`src/rtl/vga_timing_pkg.sv`:
```
// Shared VGA timing types, mode presets and the total-period helper.
// Imported by the timing generator and by display-level code.
package vga_timing_pkg;

   typedef struct packed {
      int unsigned active;
      int unsigned fp;
      int unsigned sync;
      int unsigned bp;
   } vga_timing_t;

   typedef struct packed {
      vga_timing_t h;
      vga_timing_t v;
   } vga_mode_t;

   localparam vga_mode_t VGA_640x480_60 = '{
      h: '{active: 640, fp: 16, sync: 96,  bp: 48},
      v: '{active: 480, fp: 10, sync: 2,   bp: 33}
   };

   localparam vga_mode_t VGA_800x600_60 = '{
      h: '{active: 800, fp: 40, sync: 128, bp: 88},
      v: '{active: 600, fp: 1,  sync: 4,   bp: 23}
   };

   function automatic int unsigned total(input vga_timing_t t);
      return t.active + t.fp + t.sync + t.bp;
   endfunction

endpackage

```
`src/rtl/vga_timing_gen_if.sv`:
```
// Raster timing bundle: pixel clock-enable towards the generator,
// counters, strobes and delayed sync/enable back to the consumer.
interface vga_timing_gen_if #(
   parameter int CNT_W = 10
);
   logic             pix_ce;
   logic [CNT_W-1:0] h_count;
   logic [CNT_W-1:0] v_count;
   logic             display_en;
   logic             line_start;
   logic             frame_start;
   logic             h_sync_d;
   logic             v_sync_d;
   logic             display_en_d;

   modport master (
      input  pix_ce,
      output h_count, v_count, display_en, line_start, frame_start,
      output h_sync_d, v_sync_d, display_en_d
   );

   modport slave (
      output pix_ce,
      input  h_count, v_count, display_en, line_start, frame_start,
      input  h_sync_d, v_sync_d, display_en_d
   );
endinterface

```
`src/rtl/vga_timing_gen_ce_delay_line.sv`:
```
// Clock-enable gated shift register with a per-bit reset value;
// DEPTH = 0 degenerates to a wire.
module ce_delay_line #(
   parameter int               WIDTH   = 1,
   parameter int               DEPTH   = 0,
   parameter logic [WIDTH-1:0] RST_VAL = '0
) (
   input  logic             clk,
   input  logic             reset_n,
   input  logic             ce,
   input  logic [WIDTH-1:0] d,
   output logic [WIDTH-1:0] q
);

   if (DEPTH == 0) begin : g_bypass
      logic unused_ctrl;
      assign unused_ctrl = ^{clk, reset_n, ce};
      assign q = d;
   end else begin : g_shift
      logic [WIDTH-1:0] stage_p [DEPTH];

      always_ff @(posedge clk or negedge reset_n) begin
         if (!reset_n) begin
            for (int i = 0; i < DEPTH; i++) stage_p[i] <= RST_VAL;
         end else if (ce) begin
            stage_p[0] <= d;
            for (int i = 1; i < DEPTH; i++) stage_p[i] <= stage_p[i-1];
         end
      end

      assign q = stage_p[DEPTH-1];
   end

endmodule

```
`src/rtl/vga_timing_gen.sv`:
```
// Parametrised VGA raster timing generator: counters, sync, display enable
// and line/frame strobes advancing on pix_ce, plus a latency-matching delay line.
module vga_timing_gen
   import vga_timing_pkg::*;
#(
   parameter int H_ACTIVE = 640,
   parameter int H_FP     = 16,
   parameter int H_SYNC   = 96,
   parameter int H_BP     = 48,
   parameter int V_ACTIVE = 480,
   parameter int V_FP     = 10,
   parameter int V_SYNC   = 2,
   parameter int V_BP     = 33,
   parameter int H_POL    = 0,
   parameter int V_POL    = 0,
   parameter int CNT_W    = 10,
   parameter int LATENCY  = 0
) (
   input logic              clk,
   input logic              reset_n,
   vga_timing_gen_if.master vga
);

   localparam vga_timing_t H_TIM = '{active: H_ACTIVE, fp: H_FP, sync: H_SYNC, bp: H_BP};
   localparam vga_timing_t V_TIM = '{active: V_ACTIVE, fp: V_FP, sync: V_SYNC, bp: V_BP};
   localparam int H_TOTAL = int'(total(H_TIM));
   localparam int V_TOTAL = int'(total(V_TIM));

   if (H_ACTIVE < 1 || H_FP < 1 || H_SYNC < 1 || H_BP < 1 ||
       V_ACTIVE < 1 || V_FP < 1 || V_SYNC < 1 || V_BP < 1) begin : g_bad_timing
      $fatal(1, "vga_timing_gen: every timing parameter must be >= 1");
   end
   if (CNT_W < 1 || CNT_W > 30 || H_TOTAL > (1 << CNT_W) || V_TOTAL > (1 << CNT_W)) begin : g_bad_width
      $fatal(1, "vga_timing_gen: H_TOTAL/V_TOTAL do not fit in CNT_W bits");
   end
   if (LATENCY < 0 || LATENCY > 8) begin : g_bad_latency
      $fatal(1, "vga_timing_gen: LATENCY must be 0..8");
   end

   localparam logic [CNT_W-1:0] H_LAST   = CNT_W'(H_TOTAL - 1);
   localparam logic [CNT_W-1:0] V_LAST   = CNT_W'(V_TOTAL - 1);
   localparam logic [CNT_W-1:0] H_VIS    = CNT_W'(H_ACTIVE);
   localparam logic [CNT_W-1:0] V_VIS    = CNT_W'(V_ACTIVE);
   localparam logic [CNT_W-1:0] HS_START = CNT_W'(H_ACTIVE + H_FP);
   localparam logic [CNT_W-1:0] HS_END   = CNT_W'(H_ACTIVE + H_FP + H_SYNC);
   localparam logic [CNT_W-1:0] VS_START = CNT_W'(V_ACTIVE + V_FP);
   localparam logic [CNT_W-1:0] VS_END   = CNT_W'(V_ACTIVE + V_FP + V_SYNC);
   localparam logic             H_ON     = (H_POL != 0);
   localparam logic             V_ON     = (V_POL != 0);

   logic             pix_ce;
   logic [CNT_W-1:0] h_count, v_count;
   logic [CNT_W-1:0] h_next, v_next;
   logic             h_wrap;
   logic             display_en, line_start, frame_start;
   logic             h_sync, v_sync;
   logic [2:0]       dly;

   assign pix_ce = vga.pix_ce;

   always_comb begin
      h_wrap = (h_count == H_LAST);
      h_next = h_wrap ? '0 : h_count + CNT_W'(1);
      v_next = v_count;
      if (h_wrap) v_next = (v_count == V_LAST) ? '0 : v_count + CNT_W'(1);
   end

   // Decode stage: flags are computed from the next counts so they line up
   // with the counter value they describe.
   always_ff @(posedge clk or negedge reset_n) begin
      if (!reset_n) begin
         h_count     <= H_LAST;
         v_count     <= V_LAST;
         display_en  <= 1'b0;
         line_start  <= 1'b0;
         frame_start <= 1'b0;
         h_sync      <= ~H_ON;
         v_sync      <= ~V_ON;
      end else if (pix_ce) begin
         h_count     <= h_next;
         v_count     <= v_next;
         display_en  <= (h_next < H_VIS) && (v_next < V_VIS);
         line_start  <= (h_next == '0);
         frame_start <= (h_next == '0) && (v_next == '0);
         h_sync      <= (h_next >= HS_START && h_next < HS_END) ? H_ON : ~H_ON;
         v_sync      <= (v_next >= VS_START && v_next < VS_END) ? V_ON : ~V_ON;
      end
   end

   // Delay stage: matches downstream pixel-fetch latency in pix_ce ticks.
   ce_delay_line #(
      .WIDTH   (3),
      .DEPTH   (LATENCY),
      .RST_VAL ({~H_ON, ~V_ON, 1'b0})
   ) u_delay (
      .clk     (clk),
      .reset_n (reset_n),
      .ce      (pix_ce),
      .d       ({h_sync, v_sync, display_en}),
      .q       (dly)
   );

   assign vga.h_count      = h_count;
   assign vga.v_count      = v_count;
   assign vga.display_en   = display_en;
   assign vga.line_start   = line_start;
   assign vga.frame_start  = frame_start;
   assign vga.h_sync_d     = dly[2];
   assign vga.v_sync_d     = dly[1];
   assign vga.display_en_d = dly[0];

endmodule
```
`src/flat_wrapper.sv`:
```
// flat-port wrapper written by rule: the top's interface ports become plain ports
module vga_timing_gen_flat import vga_timing_pkg::*;
#(
   parameter int H_ACTIVE = 640,
   parameter int H_FP     = 16,
   parameter int H_SYNC   = 96,
   parameter int H_BP     = 48,
   parameter int V_ACTIVE = 480,
   parameter int V_FP     = 10,
   parameter int V_SYNC   = 2,
   parameter int V_BP     = 33,
   parameter int H_POL    = 0,
   parameter int V_POL    = 0,
   parameter int CNT_W    = 10,
   parameter int LATENCY  = 0
)
  (clk, reset_n, vga_pix_ce, vga_h_count, vga_v_count, vga_display_en, vga_line_start, vga_frame_start, vga_h_sync_d, vga_v_sync_d, vga_display_en_d);
  vga_timing_gen_if #(.CNT_W(CNT_W)) vga_i ();
  input logic clk;
  input logic reset_n;
  input wire logic [$bits(vga_i.pix_ce)-1:0] vga_pix_ce;
  output wire logic [$bits(vga_i.h_count)-1:0] vga_h_count;
  output wire logic [$bits(vga_i.v_count)-1:0] vga_v_count;
  output wire logic [$bits(vga_i.display_en)-1:0] vga_display_en;
  output wire logic [$bits(vga_i.line_start)-1:0] vga_line_start;
  output wire logic [$bits(vga_i.frame_start)-1:0] vga_frame_start;
  output wire logic [$bits(vga_i.h_sync_d)-1:0] vga_h_sync_d;
  output wire logic [$bits(vga_i.v_sync_d)-1:0] vga_v_sync_d;
  output wire logic [$bits(vga_i.display_en_d)-1:0] vga_display_en_d;
  assign vga_i.pix_ce = vga_pix_ce;
  assign vga_h_count = vga_i.h_count;
  assign vga_v_count = vga_i.v_count;
  assign vga_display_en = vga_i.display_en;
  assign vga_line_start = vga_i.line_start;
  assign vga_frame_start = vga_i.frame_start;
  assign vga_h_sync_d = vga_i.h_sync_d;
  assign vga_v_sync_d = vga_i.v_sync_d;
  assign vga_display_en_d = vga_i.display_en_d;
  vga_timing_gen #(.H_ACTIVE(H_ACTIVE), .H_FP(H_FP), .H_SYNC(H_SYNC), .H_BP(H_BP), .V_ACTIVE(V_ACTIVE), .V_FP(V_FP), .V_SYNC(V_SYNC), .V_BP(V_BP), .H_POL(H_POL), .V_POL(V_POL), .CNT_W(CNT_W), .LATENCY(LATENCY)) u_core (.clk(clk), .reset_n(reset_n), .vga(vga_i));
endmodule
```
`config.mk`:
```
export PLATFORM = sky130hd
export DESIGN_NAME = vga_timing_gen_flat
export DESIGN_NICKNAME = d
export VERILOG_FILES = /design/src/rtl/vga_timing_pkg.sv /design/src/rtl/vga_timing_gen_if.sv /design/src/rtl/vga_timing_gen_ce_delay_line.sv /design/src/rtl/vga_timing_gen.sv /design/src/flat_wrapper.sv
export SDC_FILE = /design/constraint.sdc
export NUM_CORES = 1
export LEC_CHECK = 0
export CAP_MARGIN = 25
export CORE_MARGIN = 1
export CORE_UTILIZATION = 46
export DETAILED_ROUTE_END_ITERATION = 6
export GPL_TIMING_DRIVEN = 0
export PLACE_DENSITY = 0.73
export SLEW_MARGIN = 30
export SYNTH_ARGS = -nofsm -noshare
export SYNTH_HDL_FRONTEND = slang
export SYNTH_SLANG_ARGS = --single-unit
export TNS_END_PERCENT = 50
```
`constraint.sdc`:
```
create_clock -name clk -period 2.1 [get_ports clk]
set_clock_uncertainty 0.05 [all_clocks]
set_input_delay 0.21 -clock clk [delete_from_list [all_inputs] [get_ports clk]]
set_output_delay 0.21 -clock clk [all_outputs]
set_load 0.01 [all_outputs]
```
# --- Word-level counts from Yosys, hierarchy flattened ---
# Index checks and enable logic that the tools add are counted.
op_classes:
  muxes: 5
  magnitude_cmp: 6
  n_addsub: 2
  eq_ne: 2
  reduce_logical: 6
op_table:
  columns: ["cell", "count"]
  rows:
  - ["$mux W10", 3]
  - ["$add A10 B1 Y10 const B", 2]
  - ["$eq A10 B10 Y1 const B", 2]
  - ["$logic_not A10 Y1", 2]
  - ["$lt A10 B10 Y1 const B", 2]
  - ["$lt A10 B9 Y1 const B", 2]
  - ["$ge A10 B10 Y1 const B", 1]
  - ["$ge A10 B9 Y1 const B", 1]
  - ["$logic_and A1 B1 Y1", 4]
  - ["$mux W1", 2]
word_totals:
  word_cells: 28
  regBits: 25

# --- Depth between registers and ports, before layout ---
depth:
  word_depth: 6
  depth_mapped: 8
  mapped_depth_nobuf: 8

# --- By module ---
# From an unflattened synthesis, not the netlist that was laid out.
hier_totals:
  cells_unflattened: 217
  hier_area_um2: 1863.0
by_module_without_submodules:
  columns: ["mod", "cells_per_inst", "instances", "area_each_um2"]
  rows:
  - ["vga_timing_gen", 214, 1, 1840.5]
  - ["ce_delay_line", 3, 1, 22.5]

# --- Least setup slack after synthesis ---
# No wires, ideal clock.
synth_timing:
  path_type: "register -> register"
  start: "reg u_core.h_count[0] (netlist: u_core.vga.h_count[0])"
  end: "reg u_core.display_en (netlist: u_core.vga.display_en)"
  path_buffers: 0
  path_slack_ps: -233
  arrival_ps: 2144
  stages_incl_launch_ff: 8
  synth_period_minus_slack_ps: 2333
  t_required_ps: 1911
  cell_sequence: "dfstp_2 -> ha_1 -> and4_1 -> nand3b_1 -> or4_1 -> o211a_1 -> nor3_1 -> o32ai_1"
synth_via:
  elab_chain_cells: 4
  word_cells_on_any_way: 7
  classes_between: "add/sub: 1; order compare: 2; eq/ne: 1; mux: 2; reduce/logical: 1"
synth_lines:
  columns: ["element", "line_no", "text"]
  rows:
  - ["start: declaration", "vga_timing_gen.sv:52", "logic [CNT_W-1:0] h_count, v_count;"]
  - ["start signal: assignment", "vga_timing_gen.sv:80", "h_count <= h_next;"]
  - ["$add A10 B1 Y10 or $eq A10 B10 Y1 (tied branches)", "vga_timing_gen.sv:63, vga_timing_gen.sv:62", null]
  - ["$mux W10 (on tied branches)", "vga_timing_gen.sv:63, vga_timing_gen.sv:65", null]
  - ["$lt A10 B10 Y1 or $lt A10 B9 Y1 (tied branches)", "vga_timing_gen.sv:82", "display_en <= (h_next < H_VIS) && (v_next < V_VIS);"]
  - ["$logic_and A1 B1 Y1 *", "vga_timing_gen.sv:82", null]
  - ["end signal: assignment", "vga_timing_gen.sv:82", null]
  - ["end: declaration", "vga_timing_gen.sv:55", "logic display_en, line_start, frame_start;"]
# Every way passes the cells marked *; elsewhere a longest branch is shown, timed or not.
# A chain may end at the register's enable or synchronous reset.

# --- Worst setup path in the final report ---
layout_timing:
  start: "reg u_core.h_count[1] (netlist: u_core.vga.h_count[1])"
  end: "reg u_core.frame_start (netlist: u_core.vga.frame_start)"
layout_via:
  elab_chain_cells: 4
  word_cells_on_any_way: 7
  classes_between: "add/sub: 1; eq/ne: 1; mux: 2; reduce/logical: 3"
layout_lines:
  columns: ["element", "line_no", "text"]
  rows:
  - ["$add A10 B1 Y10 or $eq A10 B10 Y1 (tied branches)", "vga_timing_gen.sv:63, vga_timing_gen.sv:62", null]
  - ["$mux W10 (on tied branches)", "vga_timing_gen.sv:63, vga_timing_gen.sv:65", null]
  - ["$logic_not A10 Y1", "vga_timing_gen.sv:84", "frame_start <= (h_next == '0) && (v_next == '0);"]
  - ["$logic_and A1 B1 Y1 *", "vga_timing_gen.sv:84", null]
  - ["end signal: assignment", "vga_timing_gen.sv:84", null]
  - ["end: declaration", "vga_timing_gen.sv:55", null]
# Marks and branches as above.

==> flow_metrics.tcl <==
set metrics [dict create \
    status "finished with violations" \
    violations "negative setup slack" \
    synth.top_cell.area_share_pct 17.7 \
    max_slew_margin_pct 63.9 \
    avgSynthCellArea_um2 8.66 \
    antenna_found_initial 0 \
    initial_core_util_pct 49.1 \
    drive_gt1_share_pct 30.2 \
    placedCellCount 287 \
    synth_cell_types 52 \
    port_buffers 27 \
    maxCapViolations 0 \
    hold_viol 0 \
    ff2ff_path_depth 9 \
    synth-seq-cells 25 \
    ys_seq_area_share_pct 34.9 \
    fin_area_um2 2510 \
    grt_overflow_total 0 \
    numCtsBuffers 3 \
    fin_cells 310 \
    min_period_ns 2.30 \
    slew_violations 0 \
    total_power_mw 1.85 \
    gr-usage-all-layers_pct 23.0 \
    die-area_um2 4250 \
    syn-instance-count 212 \
    grt_setup_unrepaired "true" \
    ys.flop_type "dfrtp_1" \
    grt_pass1_vias 1574 \
    cts_tree "yes" \
    nets 269 \
    area_delta_synth_final_pct 36.4 \
    path_clk_slew_ns 0.09 \
    drc_errors 0 \
    routed_via_density 5.76 \
    die_w_um 65.2 \
    synth_area_leader_cell "dfrtp_1" \
    whs_path_depth 3 \
    io-pin-count 29 \
    rows 22 \
    num_vias 1786 \
    firstDrtPassIters 4 \
    peakVddDrop_v 0.000549 \
    crit_start "u_core.vga.h_count[1]" \
    synth_area_leaders "dfrtp_1, dfstp_2, nand2_1, o21ai_0, a21oi_1" \
    grt_pass1_wl_um 7470 \
    yosys_warnings 0 \
    synth_edf_count 0 \
    die_h_um 65.2 \
    dpl.hpwl_um 3080 \
    crit_required_ns 2.22 \
    cts_root_buffer "clkbuf_8" \
    post_drt_wl_per_cell_um 15.8 \
    syn_area_um2 1840 \
    ant_nets 0 \
    powerDensity_nw_per_um2 740 \
    design.core.area_um2 3740 \
    holdWs_ns 0.225 \
    diodes 0 \
    tightest_slew_ns 0.542 \
    cp-endpoint "u_core.vga.frame_start" \
    drt-initial-drc-count 78 \
    synthArstFlopShare_pct 100 \
    worstSkewPairLatency_ns 0.28 \
    timing.rr.end "u_core.vga.frame_start" \
    fillers 306 \
    fin_util_pct 66.9 \
    grt_max_degree 26 \
    fmax_ghz 0.434 \
    finalCritPeriodShare_pct 110 \
    r2r_slack_ns -0.20 \
    place_area_um2 2180 \
    reg2reg_from "u_core.vga.h_count[1]" \
    drt-total-wl_um 4890 \
    cp-start-kind "flop" \
    htree_levels 1 \
    leakage_nw 0.980 \
    cp.arrival_ns 2.43 \
    gp_routability_congestion 0.871 \
    fin_ws_ns -0.202 \
    end_kind "flop" \
    critical_path_peak_fanout 10 \
    clockBufferDepth 2 \
    syn-num-nets 218 \
    cts.sinks 25 \
    path_class "reg -> reg" \
    hp-class "in -> reg" \
    setup_viol 4 \
]
==> power breakdown <==
group	leakage, nW	switching [mW]	internal [mW]
Sequential	0.294	0.116	0.602
Combinational	0.664	0.414	0.423
Clock	0.0228	0.164	0.136
==> area by class of cell <==
class                      count  area, um^2  share of cell area (%)
inverter                      10        37.5                    1.50
sequential                    25         643                    25.7
tap                           48        60.1                    2.40
timing repair buffer          47         425                    17.0
clock buffer                   4        45.0                    1.80
multi-input combinational    161        1170                    46.5
buffer                        15         129                    5.14
==> cell families (layout without fill, tap and decap cells) <==
| family | after synthesis | in the layout | synth area share [%] |
|---|---|---|---|
| multiplexers | 4 | 4 | 2.32 |
| AO/OA/AOI/OAI | 49 | 49 | 16.6 |
| buffers and inverters | 26 | 76 | 8.58 |
| XOR/XNOR | 13 | 13 | 6.20 |
| flip-flops | 25 | 25 | 34.9 |
| AND/OR/NAND/NOR | 92 | 92 | 29.4 |
| adder cells (fa/ha/maj) | 3 | 3 | 2.04 |
==> flip-flops by register name, indices dropped and copies added, names as in the netlist <==
| register | flops |
|---|---|
| u_core.v_sync | 1 |
| u_core.vga.frame_start | 1 |
| u_core.vga.display_en | 1 |
| u_core.vga.v_count | 10 |
| u_core.h_sync | 1 |
| u_core.vga.h_count | 10 |
| u_core.vga.line_start | 1 |
==> cells in the final DEF (no fill, tap or decap), types with 2 or more instances in the layout <==
master | Yosys | routed
clkbuf_8 | 0 | 3
o21ai_0 | 15 | 11
mux2i_1 | 2 | 2
xnor2_1 | 8 | 8
dfrtp_2 | 0 | 2
mux2_2 | 2 | 2
clkdlybuf4s50_1 | 0 | 26
nor4b_1 | 2 | 2
nor4_4 | 1 | 2
nor3b_4 | 1 | 2
nor2_1 | 13 | 13
dfrtp_1 | 13 | 11
nand4_1 | 4 | 4
nand2_1 | 21 | 19
nand2b_1 | 3 | 3
and2_1 | 3 | 3
clkbuf_1 | 4 | 4
inv_1 | 10 | 8
xor2_1 | 5 | 5
and3_1 | 3 | 3
buf_6 | 6 | 10
or4_1 | 2 | 2
o21ai_1 | 0 | 4
and4_4 | 0 | 2
inv_2 | 0 | 2
dfstp_2 | 12 | 12
o31ai_1 | 5 | 4
nor3_1 | 12 | 10
buf_4 | 3 | 20
nand3_1 | 10 | 9
and4_1 | 4 | 2
a21oi_1 | 14 | 14
o31ai_2 | 1 | 2
a31oi_1 | 4 | 4
==> worst min path at each step <==
stage	start	end	slack [ns]
floorplan	reset_n	u_core.vga.display_en	-0.14
global placement	u_core.vga.frame_start	u_core.vga.frame_start	0.43
detailed placement	reset_n	u_core.vga.v_count[4]	0.18
CTS	vga_pix_ce	u_core.vga.h_count[9]	0.21
global route	vga_pix_ce	u_core.vga.v_count[2]	0.22
finish	vga_pix_ce	u_core.vga.v_count[2]	0.23
==> critical path, cell delays in order, from the launching register on <==
cell and delay, ns:
dfstp_2 0.57, ha_4 0.18, and4_4 0.24, nand3b_1 0.10
buf_4 0.16, buf_6 0.14, o32ai_1 0.37, o31ai_2 0.14
nand4_1 0.15, o31ai_2 0.08
==> through the flow <==
stage          setup TNS, ns  worst slack (ns)
2_1_floorplan         -0.259           -0.0819
3_5_place_dp           -1.65            -0.341
4_1_cts               -0.374            -0.131
3_3_place_gp           -1.69            -0.331
5_1_grt               -0.959            -0.265
6_report              -0.538            -0.202
==> cell usage after synthesis (all sizes together), types with 2 or more instances <==
library cell  number
or4                2
nand3             10
o21ai             16
and4               4
buf               12
nor4b              2
and2               3
dfrtp             13
nand4              5
nor3              12
xor2               5
nor2              13
clkbuf             4
dfstp             12
a31oi              4
nor3b              2
xnor2              8
ha                 3
mux2i              2
nand2             21
a21oi             15
o31ai              6
o32ai              2
nor4               2
inv               10
nand2b             3
and3               4
or3                2
mux2               2
==> metal layers <==
layer | share of wire [%] | up-vias | track usage [%] | wire [um]
li1 | - | 872 | - | -
met3 | 3.9 | 9 | 2.95 | 191
met4 | 1.8 | 0 | 9.51 | 86
met5 | 0 | - | 0 | 0
met2 | 47 | 51 | 34.7 | 2300
met1 | 47 | 854 | 32.8 | 2310
==> repair_timing <==
item,in CTS,in global routing
hold buffers,1,0
pin swaps,7,6
hold endpoints to repair,13,0
gates resized for setup,16,19
gates cloned,0,0
setup endpoints to repair,8,10
buffers inserted,15,4
(Power assumes the default switching activity.)
